--- src/rtl/sample_server.sv ---
// -----------------------------------------------------------------------------
// sample_server
//
// Producer-side FIFO feeding a registered single-word offer stage that hands
// samples to a consumer (filter) through a req/ack handshake.
//
// A transfer happens on any rising edge where req and ack are both high. Once
// a sample is offered (ack=1) it stays on data until the consumer takes it; an
// offer is never withdrawn. After a transfer, the next FIFO head is loaded into
// the offer stage on the same edge, so a consumer holding req high receives one
// sample per cycle.
//
// Ports
//   clk           single clock, rising edge
//   rst           asynchronous, active-high reset
//   wr_en         producer write strobe
//   wr_data       producer sample
//   full          FIFO holds DEPTH words (the offered word is not counted)
//   count         FIFO occupancy 0..DEPTH (the offered word is not counted)
//   req           consumer read request
//   ack           a valid sample is being offered on data
//   data          offered sample, registered
//   overflow      sticky flag: a write was attempted while full
//   underrun_cnt  saturating count of cycles where req found nothing to offer
// -----------------------------------------------------------------------------
module sample_server #(
  parameter int DWIDTH    = 16,
  parameter int DEPTH     = 16,
  parameter int DEPTH_LOG = 4
) (
  input  logic              clk,
  input  logic              rst,
  input  logic              wr_en,
  input  logic [0:DWIDTH-1] wr_data,
  output logic              full,
  output logic [0:DEPTH_LOG] count,
  input  logic              req,
  output logic              ack,
  output logic [0:DWIDTH-1] data,
  output logic              overflow,
  output logic [0:15]       underrun_cnt
);

  typedef enum logic {
    IDLE  = 1'b0,
    OFFER = 1'b1
  } state_t;

  localparam logic [DEPTH_LOG-1:0] PTR_ONE  = DEPTH_LOG'(1);
  localparam logic [DEPTH_LOG-1:0] PTR_LAST = DEPTH_LOG'(DEPTH - 1);
  localparam logic [DEPTH_LOG:0]   CNT_ONE  = (DEPTH_LOG + 1)'(1);
  localparam logic [DEPTH_LOG:0]   CNT_FULL = (DEPTH_LOG + 1)'(DEPTH);
  localparam logic [15:0]          UND_MAX  = 16'hFFFF;
  localparam logic [15:0]          UND_ONE  = 16'd1;

  // Pointer increment with explicit wrap so a non-power-of-two DEPTH still
  // cycles through exactly DEPTH slots.
  function automatic logic [DEPTH_LOG-1:0] ptr_inc(input logic [DEPTH_LOG-1:0] p);
    return (p == PTR_LAST) ? '0 : p + PTR_ONE;
  endfunction

  // ---------------------------------------------------------------------------
  // State
  // ---------------------------------------------------------------------------
  state_t               state_q,    state_d;
  logic [DWIDTH-1:0]    mem_q [DEPTH];
  logic [DEPTH_LOG-1:0] wr_ptr_q,   wr_ptr_d;
  logic [DEPTH_LOG-1:0] rd_ptr_q,   rd_ptr_d;
  logic [DEPTH_LOG:0]   count_q,    count_d;
  logic [DWIDTH-1:0]    data_q,     data_d;
  logic                 overflow_q, overflow_d;
  logic [15:0]          underrun_q, underrun_d;

  // ---------------------------------------------------------------------------
  // Handshake decodes (all from registered state plus the current inputs)
  // ---------------------------------------------------------------------------
  logic empty;
  logic full_int;
  logic offering;
  logic transfer;
  logic push;
  logic pop;

  assign empty    = (count_q == '0);
  assign full_int = (count_q == CNT_FULL);
  assign offering = (state_q == OFFER);
  assign transfer = req && offering;

  // A pop feeds the offer stage. In IDLE, req with data waiting fetches the
  // head; in OFFER, req is itself the transfer, which frees the stage for the
  // next head. Both reduce to req with a non-empty FIFO.
  assign pop  = req && !empty;

  // full is the registered occupancy, so a write in the same cycle as a pop
  // from a full FIFO is still dropped.
  assign push = wr_en && !full_int;

  // ---------------------------------------------------------------------------
  // FSM: next state
  // ---------------------------------------------------------------------------
  always_comb begin
    // NOTE: every signal assigned in a combinational block gets a default
    // first, so no path leaves it unassigned and no latch is inferred.
    state_d = state_q;
    unique case (state_q)
      IDLE:  if (req && !empty)    state_d = OFFER;
      OFFER: if (transfer && empty) state_d = IDLE;
      default:                      state_d = IDLE;
    endcase
  end

  // NOTE: registers are updated with non-blocking assignments so that every
  // flop samples the pre-edge value of every other flop, independent of the
  // order in which the simulator runs the blocks.
  always_ff @(posedge clk or posedge rst) begin
    if (rst) state_q <= IDLE;
    else     state_q <= state_d;
  end

  // ---------------------------------------------------------------------------
  // Datapath next-state
  // ---------------------------------------------------------------------------
  always_comb begin
    wr_ptr_d   = wr_ptr_q;
    rd_ptr_d   = rd_ptr_q;
    count_d    = count_q;
    data_d     = data_q;
    overflow_d = overflow_q;
    underrun_d = underrun_q;

    if (push) wr_ptr_d = ptr_inc(wr_ptr_q);

    // The offered word only changes on a pop; after the last transfer it keeps
    // its value while ack drops.
    if (pop) begin
      data_d   = mem_q[rd_ptr_q];
      rd_ptr_d = ptr_inc(rd_ptr_q);
    end

    unique case ({push, pop})
      2'b10:   count_d = count_q + CNT_ONE;
      2'b01:   count_d = count_q - CNT_ONE;
      default: count_d = count_q;
    endcase

    if (wr_en && full_int) overflow_d = 1'b1;

    // Starved request: consumer asks while nothing is offered and nothing is
    // stored. A word written this same cycle does not count as available.
    if (!offering && req && empty && (underrun_q != UND_MAX))
      underrun_d = underrun_q + UND_ONE;
  end

  always_ff @(posedge clk or posedge rst) begin
    if (rst) begin
      wr_ptr_q   <= '0;
      rd_ptr_q   <= '0;
      count_q    <= '0;
      data_q     <= '0;
      overflow_q <= 1'b0;
      underrun_q <= '0;
    end else begin
      wr_ptr_q   <= wr_ptr_d;
      rd_ptr_q   <= rd_ptr_d;
      count_q    <= count_d;
      data_q     <= data_d;
      overflow_q <= overflow_d;
      underrun_q <= underrun_d;
    end
  end

  // NOTE: the storage array has no reset. Reset clears the pointers and count,
  // which makes every slot unreachable until it is rewritten, so resetting the
  // array would only cost flops and block RAM inference.
  always_ff @(posedge clk) begin
    if (push) mem_q[wr_ptr_q] <= wr_data;
  end

  // ---------------------------------------------------------------------------
  // Outputs (pure registered-state decodes)
  // ---------------------------------------------------------------------------
  assign full         = full_int;
  assign count        = count_q;
  assign ack          = offering;
  assign data         = data_q;
  assign overflow     = overflow_q;
  assign underrun_cnt = underrun_q;

endmodule

--- config.mk ---
export PLATFORM = sky130hd
export DESIGN_NAME = sample_server
export DESIGN_NICKNAME = d
export VERILOG_FILES = /design/src/rtl/sample_server.sv
export SDC_FILE = /design/constraint.sdc
export NUM_CORES = 1
export LEC_CHECK = 0
export CORE_ASPECT_RATIO = 1.1
export CORE_MARGIN = 4
export CORE_UTILIZATION = 60
export CTS_CLUSTER_SIZE = 10
export DETAILED_ROUTE_END_ITERATION = 8
export PLACE_DENSITY_LB_ADDON = 0.25
export SETUP_SLACK_MARGIN = 0.3
export SYNTH_ARGS = -nofsm -noshare
export SYNTH_HDL_FRONTEND = slang
export SYNTH_SLANG_ARGS = --single-unit
--- constraint.sdc ---
create_clock -name clk -period 3.7 [get_ports clk]
set_clock_uncertainty 0.2 [all_clocks]
set_input_delay 0.925 -clock clk [delete_from_list [all_inputs] [get_ports clk]]
set_output_delay 0.925 -clock clk [all_outputs]
set_load 0.05 [all_outputs]
# Yosys cells after proc, flatten, opt, wreduce, memory -nomap -nowiden

Memories as Yosys holds them, arrays and structs flattened. A register that Yosys moved wholly into a read port is not among the register bits.
Cells that the tools add are included.

Memory bits (read-only): 0
RAM bits: 256
Bits in latches: 0
Memories kept: 1
Flip-flop bits (word level): 31
Bits of input ports: 20
Output and inout port bits: 40

Add/sub/neg operators: 5
Muxes and demuxes: 8
Divide/modulo/power cells: 0
Order comparisons: 0
Multiply operators: 0
Reductions and logical operators: 13
Equality and inequality tests: 6
Bitwise gates (word level): 1
Shift-type cells: 0

Memory list:

| memory | words | width | rd ports | clocked after memory_dff | write ports | RTL line | source |
|---|---|---|---|---|---|---|---|
| mem_q  | 16    | 16    | 1        | 1                        | 1           | 66       | `logic [DWIDTH-1:0] mem_q [DEPTH];` |

Operator list:

| operator                                         | number |
|---|---|
| adder 16 x 1 -> 16 bit, second input constant    | 1 |
| inequality test 16 bit, second input constant    | 1 |
| one-hot mux 5 bit (2 select lines)               | 1 |
| adder 4 x 1 -> 4 bit, second input constant      | 2 |
| == test 4 bit, second input constant             | 2 |
| logical AND 1 bit                                | 8 |
| two-way mux 4 bit                                | 2 |
| adder 5 x 1 -> 5 bit, second input constant      | 1 |
| == test 5 bit, second input constant             | 1 |
| logical NOT 5 bit                                | 1 |
| subtractor 5 x 1 -> 5 bit, second input constant | 1 |
| two-way mux 1 bit                                | 4 |
| logical NOT 1 bit                                | 3 |
| == test 2 x 1 -> 1 bit, second input constant    | 1 |
| == test 2 bit, second input constant             | 1 |
| one-hot mux 1 bit (2 select lines)               | 1 |
| nonzero test 2 bit                               | 1 |
| inverter 1 bit                                   | 1 |

# Logic depth before layout (Yosys ltp)

Gate-level depths: netlist (run 1).

Word-level depth: 5
Mapped depth: 13
Mapped depth without buffers: 10

# Least setup slack after synthesis (run 1)

Ideal clock, no wire load.

Path type: reg2reg
Start: reg count_q[2], in the netlist count[2]
End: reg count_q[4], in the netlist count[0]
Clock period less this slack: 3412 ps
Library setup time: 140 ps
Path buffers: 3
Data arrival time: 3072 ps
Setup slack: 288 ps
Cell stages (with the launch flop): 14
Path through: dfrtp_1 buf_6 or4_4 o21ai_1 inv_2 buf_2 ha_1 clkbuf_1 xor2_1 ha_1 inv_1 a222oi_1 nor3_1 xor2_1

Longest elaborated chain between the ends: 5
Elaborated cells between the ends (all ways): 12

Ends and longest elaborated chain:

| element                                                                         | RTL line | source |
|---|---|---|
| from (decl)                                                                     | 69       | `logic [DEPTH_LOG:0] count_q, count_d;` |
| from (signal assigned)                                                          | 165      | `count_q <= count_d;` |
| logical NOT 5 bit (*)                                                           | 84       | `assign empty = (count_q == '0);` |
| logical NOT 1 bit (*)                                                           | 92       | `assign pop = req && !empty;` |
| logical AND 1 bit (*)                                                           | 92       |  |
| net pop                                                                         | 82       | `logic pop;` |
| == test 2 x 1 -> 1 bit / == test 2 bit (equally long branches)                  | 140      | `unique case ({push, pop})` |
| one-hot mux 5 bit (2 select lines) / nonzero test 2 bit (equally long branches) | --       |  |

Mark *: on every way through the listed nets, which the timed path passes. The rest lies on a longest branch.
A chain may end at the register's enable or synchronous reset.

# Final worst setup path (run 1)

Start: reg count_q[0], in the netlist count[4]
End: out full

Longest elaborated chain between the ends: 1

Ends and longest elaborated chain:

| element       | RTL line | source |
|---|---|---|
| == test 5 bit | 85       | `assign full_int = (count_q == CNT_FULL);` |
| to (decl)     | 35       | `output logic full,` |

Every way passes these cells.

==> impl_metrics.csv, run 1 <==
group,metric,value,unit
global_routing,grt_pass1_vias,6900,
routing,drt_iter0_markers,536,
cells_and_area,syn2layout_area_growth,16.80,%
clock_tree,cts_tree,"done",
synth,synth_cells,693,
sta,tns,0,ns
floorplan,fp.dieH,156.4,um
synth,synthSimpleGateAreaFrac,0.04893,
synth,syn-cell-area,12020,um^2
clock_tree,cts_sinks,303,
worst_setup_path,crit_fanout,7,
synth,synth_ff_type,"edfxtp_1",
clock_tree,cts-buffers-inserted,36,
worst_setup_path,path_cells,"nor4_1 > and2_1 > dlygate4sd2_1",
power_and_ir_drop,powerDensity,756.8,nW/um^2
routing,antenna_left,0,
global_routing,gr-total-overflow,0,
power_and_ir_drop,p_leak,4.878,nW
routing,dr.pass1.iters,6,
synth,yosysTopAreaCell,"edfxtp_1",
synth,syn_nets,722,
power_and_ir_drop,ir_drop,678.4,uV
cells_and_area,fin_cells,1058,
clock_tree,path_clk_slew,0.06,ns
clock_tree,root_buffer,"clkbuf_16",
worst_setup_path,critical_path_class,"flop to primary output",
sta,fin_crit,3.265,ns
synth,synthTopCellsByCount,"edfxtp_1, mux2i_1, dfrtp_1",
floorplan,start_util,0.6071,
routing,drt-wirelength-per-cell,23.41,um
cells_and_area,fin_nets,809,
routing,drc_errors,0,
floorplan,io_pins,60,
synth,ys_types,49,
worst_setup_path,end_kind,"primary output",
synth,synth-compound-area-share,0.05538,
synth,yosysMostFrequentCell,"edfxtp_1",
flow_run,maxCapViolCount,0,
routing,drt-vias-per-instance,6.264,
global_routing,grt_max_degree,52,
global_routing,antenna_found_initial,0,
synth,synth-edff-count,256,
worst_setup_path,regToRegStartpoint,"count[4]",
hold_path,hold_path.class,"flop to flop",
synth,synth_fa_ha_area_frac,0.009369,
worst_setup_path,slowest_delay,0.54,ns
global_routing,grt_pass1_wl,38480,um
sta,tightest_slew,0.9663,ns
clock_tree,h-tree-depth,2,
global_routing,grt.total_usage,0.2276,
placement,dp_hpwl,15600,um
synth,synthXorXnorAreaFrac,0.01530,
sta,rsz0062_at_grt,"no",
floorplan,dieArea,22360,um^2
synth,syn_avg_cell_area,17.34,um^2
hold_path,hold_start,"overflow",
worst_setup_path,startpoint_type,"flop",
sta,setup_viol,0,
synth,synthMuxAreaShare,0.1157,
floorplan,fp.dieW,142.9,um
placement,dp.cells,994,
synth,synth_top_area_share,0.6396,
synth,synth_top_family_by_area,"multiplexers",
clock_tree,ctsHoldBuffers,0,
synth,async_reset_ff_frac,0.1551,
sta,period_share,0.8824,
worst_setup_path,cp_slowest_cell,"dlygate4sd2_1",
cells_and_area,fillCellCount,1271,
cells_and_area,layout-drive-gt1-share,0.1501,
floorplan,rows,54,
sta,slew_violations,0,
routing,vias,6627,
worst_setup_path,worstPathArrival,2.14,ns
worst_setup_path,critPathRequiredTime,2.57,ns
synth,ys_ff_latch,303,
worst_setup_path,crit_path_start,"count[4]",
clock_tree,postCtsSetupBuffers,0,
synth,yosys-top-cells-area,"edfxtp_1, dfrtp_1, mux4_2",
sta,max_freq,306.3,MHz
sta,slew_headroom,0.3558,
synth,synth_warnings,0,
sta,hold_violations,0,
clock_tree,clockBufferDepth,3,
cells_and_area,num_antenna_cells,0,
clock_tree,clk_latency,0.50,ns
placement,portBuffers,59,
routing,routed_wl,24770,um
floorplan,core_area,19800,um^2
synth,ys_seq_area_frac,0.7375,
outcome,status,"finished, final reports clean",
placement,gp_congestion,0.8291,
==> cells by family (layout without fill, tap and decap cells) <==
group	after synthesis	count (layout)
AOI/OAI and AO/OA	106	106
xor gates and xnor gates	21	21
adders and majority gates	9	9
buffers and inverters	50	163
DFF	303	303
muxes	97	97
and+or+nand+nor	107	107
==> layout by cell type, fill, tap and decap left out, types with 7 or more instances in the layout <==
| cell type | count |
|---|---|
| a21oi_1 | 21 |
| a221oi_1 | 15 |
| a31oi_1 | 19 |
| buf_4 | 28 |
| clkbuf_1 | 22 |
| clkbuf_16 | 37 |
| clkdlybuf4s50_1 | 58 |
| dfrtp_1 | 44 |
| edfxtp_1 | 256 |
| ha_1 | 9 |
| inv_1 | 10 |
| mux2i_1 | 62 |
| mux4_2 | 33 |
| nand2_1 | 16 |
| nand3_1 | 10 |
| nor2_1 | 35 |
| nor3_1 | 7 |
| o21ai_0 | 22 |
| o22ai_1 | 16 |
| xnor2_1 | 10 |
| xor2_1 | 11 |
==> flip-flops by register name, summed over array words and instances (netlist names), named ones only <==
signal,cells
rd_ptr_q,4
count,5
wr_ptr_q,4
mem_q,256
underrun_cnt,16
data,16
overflow,1
==> worst max-delay path, delay by kind of cell (launching register included) <==
family	cells	cell delay (ns)
simple gates	2	0.64
flops	1	0.47
buf+inv	1	0.54
==> final cells by class <==
type                            count  area (um^2)  area share
Tap cell                          252        315.3     0.02246
Clock buffer                       60         1022     0.07282
Inverter                           12        45.04    0.003209
Sequential cell                   303         8870      0.6318
Multi-Input combinational cell    340         2960      0.2109
Timing Repair Buffer               87        799.5     0.05695
Clock inverter                      4        26.28    0.001872
==> metal layers <==
metal,GRT usage,wire length (um),vias up
met1,0.2859,9509,3395
met2,0.4062,13130,251
met3,0.04004,1492,53
met5,0,0,-
li1,-,-,2928
met4,0.06926,630,0
==> stage by stage <==
stage / setup WS, ns / instance area (um^2) / hold slack (ns) / total power [mW] / util
final: 0.4350 / 14040 / 0.2579 / 10.62 / 0.7091
after global routing: 0.3493 / 14040 / 0.2853 / 11.10 / 0.7091
after CTS: 0.4098 / 14040 / 0.2592 / 10.69 / 0.7091
after detailed placement: 0.1866 / 12990 / 0.2474 / 7.550 / 0.6562
after global placement: 0.3258 / 12990 / 0.2409 / 7.435 / 0.6562
after floorplan: 0.3013 / 12020 / 0.3426 / 6.602 / -
==> report_power, final <==
part | total [mW] | leakage [nW] | internal (mW) | switching, mW
clock network | 3.14 | 0.504 | 1.88 | 1.26
registers | 4.63 | 2.88 | 4.15 | 0.486
logic | 2.85 | 1.50 | 1.18 | 1.68
==> worst paths after layout <==
| path | endpoint | slack [ns] | cells after the start |
|---|---|---|---|
| setup / recovery | full | 0.44 | 3 |
| setup reg to reg | count[0] | 0.57 | 10 |
| hold reg to reg | overflow | 0.26 | 1 |
| hold / removal | overflow | 0.26 | 1 |
| min in group asynchronous | count[4] | 0.66 | 2 |
| max in group asynchronous | underrun_cnt[11] | 1.93 | 3 |
==> timing repair <==
item,4_1_cts,5_1_grt
hold endpoints to repair,0,0
gates resized for setup,1,0
endpoints found under the setup margin,1,0
(Power assumes the default switching activity.)
==> run 2: changes to the inputs <==
--- a/config.mk
+++ b/config.mk
@@ -5,6 +5,7 @@
 export SDC_FILE = /design/constraint.sdc
 export NUM_CORES = 1
 export LEC_CHECK = 0
+export ABC_AREA = 0
 export CORE_ASPECT_RATIO = 1.1
 export CORE_MARGIN = 4
 export CORE_UTILIZATION = 60
==> results of run 2 <==
No change in the layout: final DEF, timing and power equal those of run 1.
==> run 3: changes to the inputs <==
--- a/config.mk
+++ b/config.mk
@@ -11,6 +11,7 @@
 export CORE_UTILIZATION = 60
 export CTS_CLUSTER_SIZE = 10
 export DETAILED_ROUTE_END_ITERATION = 8
+export GPL_TIMING_DRIVEN = 0
 export PLACE_DENSITY_LB_ADDON = 0.25
 export SETUP_SLACK_MARGIN = 0.3
 export SYNTH_ARGS = -nofsm -noshare
==> run 3 against run 2 <==
Die area did not move. Count of clock-buffer cells in the layout increased by 3. Cell count grew 2.6%. Global-route usage rose by 2.7 points. Combinational power is 19% higher. Register-to-register slack worse by 0.19 ns. Via count is 5.0% higher. Worst setup slack worse by 0.097 ns. Critical path type is now input port to flop. Largest power group unchanged.
==> impl_metrics.csv, run 3 (synthesis results as in run 1) <==
group,metric,value,unit
routing,wl_met1,10850,um
global_routing,gr-total-overflow,0,
clock_tree,clk_latency,0.50,ns
placement,post-place-ws,-0.3369,ns
routing,dr.pass1.iters,5,
cells_and_area,final_util,0.7216,
sta,tns,0,ns
worst_setup_path,crit_fanout,10,
placement,gp_congestion,0.8403,
power_and_ir_drop,p_leak,4.942,nW
clock_tree,cts_tree,"done",
cells_and_area,mostFrequentLayoutCells,"edfxtp_1, mux2i_1, clkdlybuf4s50_1, dfrtp_1, clkbuf_1",
floorplan,dieArea,22360,um^2
worst_setup_path,rr_worst_depth,13,
routing,antenna_left,0,
routing,wl_met2,14190,um
sta,setup_viol,0,
hold_path,hold-path-endpoint,"overflow",
cells_and_area,final_common_cell,"edfxtp_1",
routing,routed-wl-met3,1976,um
placement,dp_hpwl,17490,um
floorplan,rows,54,
routing,vias,6956,
cells_and_area,fin_nets,837,
worst_setup_path,startpoint_type,"input port",
global_routing,grt_pass1_wl,42460,um
clock_tree,ctsHoldBuffers,0,
floorplan,fp.dieH,156.4,um
worst_setup_path,timing.rr.end,"count[0]",
power_and_ir_drop,ir_drop,577.2,uV
clock_tree,clockBufferDepth,3,
floorplan,core_area,19800,um^2
cells_and_area,regMostFlops,"mem_q",
worst_setup_path,rrSetupSlack,0.38,ns
power_and_ir_drop,powerDensity,762.1,nW/um^2
routing,drc_errors,0,
floorplan,io_pins,60,
flow_run,maxCapViolCount,0,
outcome,status,"finished, final reports clean",
cells_and_area,syn2layout_area_growth,18.85,%
clock_tree,cts_sinks,303,
sta,hold_violations,0,
worst_setup_path,regToRegStartpoint,"count[3]",
clock_tree,root_buffer,"clkbuf_16",
sta,fin_crit,3.362,ns
sta,slew_violations,0,
worst_setup_path,critical_path_class,"input port to flop",
placement,portBuffers,59,
cells_and_area,layout-drive-gt1-share,0.1679,
routing,drt_iter0_markers,723,
hold_path,hold_path.class,"flop to flop",
sta,setup_slack,0.3376,ns
floorplan,start_util,0.6071,
routing,drt-wirelength-per-cell,25.53,um
clock_tree,path_clk_slew,0.06,ns
sta,period_share,0.9088,
global_routing,grt.total_usage,0.2547,
hold_path,whs_path_depth,1,
worst_setup_path,critPathRequiredTime,3.86,ns
sta,rsz0062_at_grt,"yes",
routing,routed_wl,27730,um
worst_setup_path,worstPathArrival,3.53,ns
worst_setup_path,end_kind,"flop",
clock_tree,h-tree-depth,2,
placement,dp.cells,1020,
sta,tightest_slew,1.034,ns
routing,top_layer,"met4",
floorplan,fp.dieW,142.9,um
cells_and_area,num_antenna_cells,0,
sta,max_freq,297.4,MHz
global_routing,grt_pass1_vias,7158,
routing,drt-vias-per-instance,6.405,
cells_and_area,fin_cells,1086,
hold_path,hold_start,"overflow",
global_routing,grt_max_degree,31,
cells_and_area,largest_register_ffs,256,
global_routing,antenna_found_initial,0,
clock_tree,cts-buffers-inserted,36,
sta,slew_headroom,0.3096,
[run 3: changes by cell type in the layout (fill, tap and decap cells not counted), moves of 2 or more]
cell,change
buf_1,+6
buf_2,+15
buf_4,-26
buf_6,+8
buf_8,+9
clkbuf_1,+17
dfrtp_1,+2
inv_6,-2
nor2_1,-12
nor2_2,+12
[run 3: where the power goes]
part           internal, mW  switching (mW)
Sequential             4.15           0.217
Combinational          1.26            2.14
Clock                  1.86            1.26
[run 3: layout make-up]
| type | count | area [um^2] |
|---|---|---|
| Tap cell | 252 | 315.3 |
| Timing Repair Buffer | 77 | 828.3 |
| Fill cell | 1170 | 5512 |
| Inverter | 12 | 47.55 |
| Buffer | 38 | 181.4 |
| Clock inverter | 1 | 8.758 |
| Multi-Input combinational cell | 340 | 3015 |
| Clock buffer | 63 | 1023 |
| Sequential cell | 303 | 8865 |
[run 3: how the worst max path moves through the flow]
stage	slack (ns)	endpoint	startpoint
2_1_floorplan	0.30	count[0]	count[3]
3_3_place_gp	-1.34	mem_q[1][8]	wr_en
3_5_place_dp	-0.34	count[0]	req
4_1_cts	0.26	count[0]	count[2]
5_1_grt	0.19	count[0]	wr_en
6_report	0.34	count[0]	wr_en
[run 3: per-stage QoR]
step	hold WS (ns)	area (um^2)	total power [mW]
final	0.2954	14290	10.89
after global routing	0.3367	14290	11.33
after CTS	0.2956	14240	10.88
after detailed placement	0.2826	13200	7.738
after global placement	0.2362	12930	7.542
after floorplan	0.3426	12020	6.602
[run 3: worst max-delay path: stages]
cell             delay, ns
clkdlybuf4s50_1       0.49
a21boi_0              0.38
clkbuf_2              0.29
inv_1                 0.08
ha_1                  0.19
buf_2                 0.16
xor2_1                0.18
ha_2                  0.22
inv_1                 0.04
a222oi_1              0.32
nor3_2                0.09
xor2_1                0.15
[run 3: routing by layer]
metal,vias to the layer above,global-route usage
met5,-,0
met2,344,0.4311
met1,3567,0.3466
met4,0,0.07605
met3,58,0.04065
li1,2987,-
[run 3: what timing repair did]
item / CTS / global route
setup endpoints to repair: 12 / 8
gates cloned: 0 / 0
buffers inserted: 0 / 2
pin swaps: 0 / 3
hold endpoints to repair: 0 / 0
resized for setup: 4 / 12
